**src/rtl/fetch_pkg.sv**
```systemverilog
// fetch_pkg: shared types and constants for the fetch stage.
// Holds the fetch FSM state enum, the NOP word and the PC width.
package fetch_pkg;

  localparam int XLEN = 32;

  localparam logic [XLEN-1:0] NOP = 32'h0000_0013;

  typedef enum logic [2:0] {
    IDLE,
    FETCH,
    WAIT,
    EXEC,
    HALT
  } state_t;

endpackage

```
**src/rtl/fetch_unit_instret_counter.sv**
```systemverilog
// instret_counter: 64-bit retired-instruction counter.
// Ports: clk, rst (async high), en (count up), count (wraps at 2^64).
module instret_counter (
  input  logic        clk,
  input  logic        rst,
  input  logic        en,
  output logic [63:0] count
);

  always_ff @(posedge clk or posedge rst) begin
    if (rst) begin
      count <= '0;
    end else if (en) begin
      count <= count + 64'd1;
    end
  end

endmodule

```
**src/rtl/fetch_unit.sv**
```systemverilog
// fetch_unit: PC owner; fetches from variable-latency imem, one instr at a time.
// Ports: clk/rst, imem req/addr/rvalid/rdata, instr/instr_valid/pc/pc_plus4,
//        PCSrc/pc_target/stall from control+datapath, misalign_err, instret.
module fetch_unit
  import fetch_pkg::*;
#(
  parameter logic [XLEN-1:0] RESET_PC = 32'h0000_0000
) (
  input  logic            clk,
  input  logic            rst,
  output logic            imem_req,
  output logic [XLEN-1:0] imem_addr,
  input  logic            imem_rvalid,
  input  logic [XLEN-1:0] imem_rdata,
  output logic [XLEN-1:0] instr,
  output logic            instr_valid,
  output logic [XLEN-1:0] pc,
  output logic [XLEN-1:0] pc_plus4,
  input  logic            PCSrc,
  input  logic [XLEN-1:0] pc_target,
  input  logic            stall,
  output logic            misalign_err,
  output logic [63:0]     instret
);

  state_t          state;
  logic [XLEN-1:0] next_pc;
  logic            misaligned;
  logic            retire;

  assign pc_plus4   = pc + 32'd4;
  assign imem_addr  = pc;
  assign next_pc    = PCSrc ? pc_target : pc_plus4;
  assign misaligned = |next_pc[1:0];

  // Only an aligned, unstalled EXEC edge counts as a retirement.
  assign retire = (state == EXEC) && !stall && !misaligned;

  // imem_req and instr_valid are registered alongside the state so
  // they always equal (state == FETCH) / (state == EXEC) without glitches.
  always_ff @(posedge clk or posedge rst) begin
    if (rst) begin
      state        <= IDLE;
      pc           <= RESET_PC;
      instr        <= NOP;
      instr_valid  <= 1'b0;
      imem_req     <= 1'b0;
      misalign_err <= 1'b0;
    end else begin
      unique case (state)
        IDLE: begin
          state    <= FETCH;
          imem_req <= 1'b1;
        end
        FETCH: begin
          state    <= WAIT;
          imem_req <= 1'b0;
        end
        WAIT: begin
          if (imem_rvalid) begin
            instr       <= imem_rdata;
            instr_valid <= 1'b1;
            state       <= EXEC;
          end
        end
        EXEC: begin
          if (!stall) begin
            instr_valid <= 1'b0;
            if (misaligned) begin
              misalign_err <= 1'b1;
              state        <= HALT;
            end else begin
              pc       <= next_pc;
              imem_req <= 1'b1;
              state    <= FETCH;
            end
          end
        end
        HALT: begin
          state <= HALT;
        end
        default: begin
          state       <= IDLE;
          imem_req    <= 1'b0;
          instr_valid <= 1'b0;
        end
      endcase
    end
  end

  instret_counter u_instret (
    .clk   (clk),
    .rst   (rst),
    .en    (retire),
    .count (instret)
  );

endmodule

```
**config.mk**
```make
export PLATFORM = sky130hd
export DESIGN_NAME = fetch_unit
export DESIGN_NICKNAME = d
export VERILOG_FILES = /design/src/rtl/fetch_pkg.sv /design/src/rtl/fetch_unit_instret_counter.sv /design/src/rtl/fetch_unit.sv
export SDC_FILE = /design/constraint.sdc
export NUM_CORES = 1
export LEC_CHECK = 0
export CAP_MARGIN = 25
export CORE_MARGIN = 3
export CORE_UTILIZATION = 40
export CTS_BUF_LIST = sky130_fd_sc_hd__clkbuf_8
export DETAILED_ROUTE_END_ITERATION = 16
export GPL_ROUTABILITY_DRIVEN = 0
export GPL_TIMING_DRIVEN = 0
export PLACE_DENSITY = 0.71
export SLEW_MARGIN = 10
export SYNTH_ARGS = -nofsm -noshare
export SYNTH_HDL_FRONTEND = slang
export SYNTH_SLANG_ARGS = --single-unit
```
**constraint.sdc**
```tcl
create_clock -name clk -period 11.65 [get_ports clk]
set_input_delay 1.7475 -clock clk [delete_from_list [all_inputs] [get_ports clk]]
set_output_delay 1.7475 -clock clk [all_outputs]
set_load 0.01 [all_outputs]
```
== Word level (Yosys, flattened, before mapping) ==
Index checks and enable logic that the tools add are counted.
Widths: inputs -> output; s select.

* Add/subtract/negate cells: 2
* Multiply operators: 0
* Div/mod/pow operators: 0
* Order comparisons: 0
* Eq/ne operators: 7
* Shift-type cells: 0
* Multiplexer cells: 11
* Bitwise operators: 4
* Reduce and logical (&&, ||, !) cells: 14

{| class="wikitable"
|+ Operators by type and width
! operator !! number
|-
| $add 64x1->64 const B || 1
|-
| $add 32x3->32 const B || 1
|-
| $mux 32 || 1
|-
| $pmux 3 s5 || 1
|-
| $reduce_and 3->1 || 4
|-
| $mux 3 || 3
|-
| $eq 3x2->1 const B || 2
|-
| $ne 2x2->1 const B || 3
|-
| $pmux 1 s3 || 2
|-
| $mux 1 || 4
|-
| $not 1->1 || 4
|-
| $reduce_and 2->1 || 2
|-
| $reduce_or 2->1 || 2
|-
| $eq 3x1->1 const B || 1
|-
| $eq 3x3->1 const B || 1
|-
| $logic_not 3->1 || 1
|-
| $reduce_or 3->1 || 1
|-
| $logic_and 1x1->1 || 2
|-
| $logic_not 1->1 || 2
|}

* Flip-flop bits (word level): 134
* Latch bits: 0
* Bits in writable memories: 0
* ROM bits: 0
* Bits of input ports: 69
* Output and inout port bits: 195
* Word-level logic and storage cells: 45
* Memories: 0

== Longest topological paths before layout ==
Gate-level depths: netlist of the first run.

* Depth after elaboration: 6
* Mapped depth: 8
* Gate-level depth less buffers: 6

== Modules after synthesis ==
A second synthesis of the first run with hierarchy kept.

* Cells, all modules: 712
* Area, all modules: 7,350.8 um^2

{| class="wikitable"
|+ By module, submodules not included
! module !! times used !! cells each !! area each (um^2)
|-
| fetch_unit || 1 || 439 || 4,271.6
|-
| instret_counter || 1 || 273 || 3,079.2
|}

== Least setup slack after synthesis of the first run ==
No wires, ideal clock.

* Path type: register to output
* From: reg pc[10], in the netlist imem_addr[10]
* To: out pc_plus4[23]
* Arrival time: 1,883 ps
* Data required time: 9,903 ps
* Path slack: 8,020 ps
* Cell stages (with the launch flop): 6
* Buffers on the path: 1
* Cells stage by stage: dfrtp_1 -> clkbuf_1 -> and4_1 -> nand4_1 -> or4b_2 -> xnor2_1

* Word-level cells in the longest chain between the ends: 1

{| class="wikitable"
|+ RTL lines
! what !! RTL line !! source
|-
| start, declared || fetch_unit.sv:17 || <nowiki>output logic [XLEN-1:0] pc,</nowiki>
|-
| start signal, assigned || fetch_unit.sv:73 || <nowiki>pc <= next_pc;</nowiki>
|-
| $add 32x3->32 || fetch_unit.sv:31 || <nowiki>assign pc_plus4 = pc + 32'd4;</nowiki>
|-
| end, declared || fetch_unit.sv:18 || <nowiki>output logic [XLEN-1:0] pc_plus4,</nowiki>
|}

No other way between the ends.

== Worst setup path after layout of the first run ==
* From: reg pc[4], in the netlist imem_addr[4]
* To: out pc_plus4[21]

Same word-level chain as after synthesis.

==> results.py, run 1 <==
metrics = {
    "global_routing": {
        "grt_antenna_before_repair": 0,
        "grt_max_degree": 81,
        "grt_pass1_vias": 5769,
        "grt_util_met2_pct": 33.8,
        "grt.met3_usage_pct": 6.32,
        "busiest_layer": "met2",
        "grt_remaining_overflow": 0,
        "grtUsageTotal_pct": 21.5,
        "grt_pass1_wl_mm": 31.5,
        "met1_usage_pct": 29.4,
    },
    "critical_path": {
        "rrSetupSlack_ns": 8.68,
        "reg2reg_from": "imem_addr[0]$_DFFE_PP0P_",
        "crit_top_cell": "nand4_1",
        "cp_slowest_cell": "nor4_2",
        "crit_required_ns": 9.90,
        "cp-start-kind": "flip-flop",
        "cp_max_fo": 8,
        "max_stage_delay_ns": 0.73,
        "r2r_cells": 6,
        "path_cells": "clkbuf_1 > nand4_1 > nor4_2 > nand4_1 > xnor2_1 > clkdlybuf4s50_1",
        "crit_path_end_kind": "output pin",
        "timing.rr.end": "u_instret.count[58]$_DFFE_PP0P_",
        "worstPathArrival_ns": 3.22,
        "critPathBufInv": 2,
        "cpLargestDelayFamily": "simple AND/OR/NAND/NOR gates",
        "path_class": "reg2out",
    },
    "sta": {
        "setup_tns_ns": 0,
        "hold_viol": 0,
        "slew_viol_final": 0,
        "grt_setup_unrepaired": "false",
        "skew_ns": 0.0171,
        "post-route-period-util_pct": 42.7,
        "worstMarginPinSlew_ns": 1.01,
        "slew_headroom_pct": 32.2,
        "setup_violations": 0,
        "timing.fmax_mhz": 201,
        "fin_crit_ns": 4.97,
        "whs_ns": 0.462,
    },
    "floorplan": {
        "die_area_um2": 18800,
        "die_h_um": 137,
        "die-width_um": 137,
        "core_um2": 16700,
        "pin_count": 264,
        "initial_core_util_pct": 41.1,
        "rows": 47,
    },
    "synth": {
        "async_reset_ff_share_pct": 100,
        "synth_ff_type": "dfrtp_1",
        "syn_nets": 720,
        "syn-cell-area_um2": 6860,
        "synth-edff-count": 0,
        "synth_area_leaders": "dfrtp_1 (48%), xnor2_1 (8.8%), mux2_2 (5.6%), buf_4 (3.7%), nand4_1 (3.3%)",
        "ys_seq_area_share_pct": 48.9,
        "synth_seq_cells": 134,
        "synth.largest_area_cell": "dfrtp_1",
        "syn_inst": 649,
        "synth.most_common_cell": "dfrtp_1",
        "yosysUniqueCellTypes": 55,
        "synthTopCellsByCount": "dfrtp_1 (131), xnor2_1 (69), nand2_1 (45), nand3_1 (41), nand4_1 (36)",
        "yosys.area.top_type_share_pct": 47.8,
        "synth.avg_cell_area_um2": 10.6,
        "yosys_warnings": 0,
    },
    "min_path": {
        "hold_path_end": "misalign_err$_DFFE_PP0P_",
        "whs_path_depth": 1,
        "worstHoldPathType": "reg2reg",
        "min_from": "misalign_err$_DFFE_PP0P_",
    },
    "route": {
        "drc": 0,
        "drtIter0Drc": 305,
        "viasPerCell": 5.16,
        "wl_mm": 20.1,
        "ant_nets": 0,
        "wire_per_inst_um": 17.2,
        "num_vias": 6003,
        "drt_pre_antenna_iters": 5,
    },
    "finish": {
        "nNetsFinal": 1002,
        "antenna_cells": 0,
        "multi_input_area_um2": 3110,
        "drive_above_1_share_pct": 12.9,
        "seqCellArea_um2": 3360,
        "fillers": 1458,
        "area_growth_pct": 48.3,
    },
    "clock_network": {
        "worstSkewPairLatency_ns": 0.44,
        "cts_tree": "built",
        "clk_path_buf_depth": 2,
        "clkSlewWorstSetupHoldPaths_ns": 0.09,
        "cts_resized": 0,
        "numCtsBuffers": 17,
        "postCtsSetupBuffers": 0,
        "cts.sinks": 134,
        "cts-root-buf": "clkbuf_8",
        "cts_hold_buf": 0,
        "ctsHtreeMaxLevel": 4,
    },
    "pwr": {
        "pwr-share-seq_pct": 36.4,
        "p_int_w": 0.00128,
        "p_sw_share_pct": 34.4,
        "ir_drop_mv": 0.157,
        "comb_power_share_pct": 44.3,
        "finalPower_w": 0.00196,
        "p_clk_share_pct": 19.3,
        "p_per_area_nw_per_um2": 192,
        "switching_power_w": 0.000673,
        "p_leak_nw": 4.21,
    },
    "job": {
        "cap_violations": 0,
    },
    "place": {
        "port-buffer-count": 262,
        "dp_hpwl_mm": 14.9,
    },
    "outcome": {
        "status": "complete, no violations",
    },
}
per-stage QoR:
stage	instances	area, um^2	util [%]	worst slack, ns
after global placement	1131	9760	58.4	4.23
after global routing	1164	10200	60.9	6.42
after CTS	1164	10200	60.9	6.69
after detailed placement	1132	9790	58.6	7.07
after floorplan	649	6860	-	6.32
final	1164	10200	60.9	6.68
per-layer routing:
metal  share of wire [%]  wire (um)
met5                   0          0
met4                 1.2        240
met3                 6.7       1350
met2                  49       9730
met1                  44       8730
cell families after synthesis:
group,after synthesis,share of synthesized area [%]
multiplexers,46,7.33
flip-flops,134,48.9
AO/OA/AOI/OAI,73,6.91
buffers and inverters,70,5.76
AND/OR/NAND/NOR,233,19.1
adder cells (fa/ha/maj),2,0.365
XOR/XNOR,91,11.6
area by class of cell:
class	instances	share of cell area [%]
inverters	11	0.455
flip-flops and latches	134	33.0
plain buffers	59	3.48
repair buffers	263	26.0
clock inverters	15	1.45
multi-input cells	445	30.6
well taps	220	2.71
clock buffers	17	2.30
registers in the layout, summed over array words and instances (netlist names):
signal,cells
u_instret.count,64
imem_req,1
misalign_err,1
imem_addr,32
state,3
instr,32
instr_valid,1
power by group through the flow:
stage / Sequential, W / Combinational [W] / Clock, W
after CTS: 0.000712 / 0.000880 / 0.000391
after detailed placement: 0.000720 / 0.000876 / 0
after global routing: 0.000734 / 0.000933 / 0.000413
after floorplan: 0.000746 / 0.000342 / 0
final: 0.000712 / 0.000868 / 0.000377
after global placement: 0.000716 / 0.000870 / 0
cells in the final DEF (no fill, tap or decap), types with 6 or more instances in the layout:
cell type        instances
mux2_2                  34
nand3_1                 41
nand4_1                 36
xnor2_1                 69
clkdlybuf4s50_1        262
mux2i_1                 12
dfrtp_1                131
nand2_1                 45
and3_1                  22
a22oi_1                  6
xor2_1                  22
o21ai_0                 20
o22ai_1                  7
clkbuf_8                17
and4_1                  13
buf_4                   34
clkbuf_1                20
a21oi_1                 12
inv_1                   11
nor3_1                   8
nor2_1                  31
worst max path at each step:
stage / from / to / slack [ns] / cells past startpoint
3_3_place_gp: rst / imem_addr[29]$_DFFE_PP0P_ / 4.23 / 2
3_5_place_dp: pc_target[0] / u_instret.count[58]$_DFFE_PP0P_ / 7.07 / 7
5_1_grt: imem_addr[4]$_DFFE_PP0P_ / pc_plus4[21] / 6.42 / 6
2_1_floorplan: rst / imem_addr[0]$_DFFE_PP0P_ / 6.32 / 1
6_report: imem_addr[4]$_DFFE_PP0P_ / pc_plus4[21] / 6.68 / 6
4_1_cts: imem_addr[5]$_DFFE_PP0P_ / pc_plus4[30] / 6.69 / 6
No activity file was read; power rests on OpenSTA's default activity.
==> run 2: changes to the inputs <==
- clock period: 11.65 -> 4.92 ns (I/O delays scaled with it)
==> results of run 2 <==
The final DEF is identical to that of run 1. Status: complete, no violations.
Main changes from that run: setup slack after placement 7.07 ns -> 1.34 ns; setup slack after layout 6.68 ns -> 0.961 ns; register-to-register setup slack 8.68 ns -> 1.95 ns; total power 0.00196 W -> 0.00463 W; worst IR drop on VDD 0.157 mV -> 0.372 mV
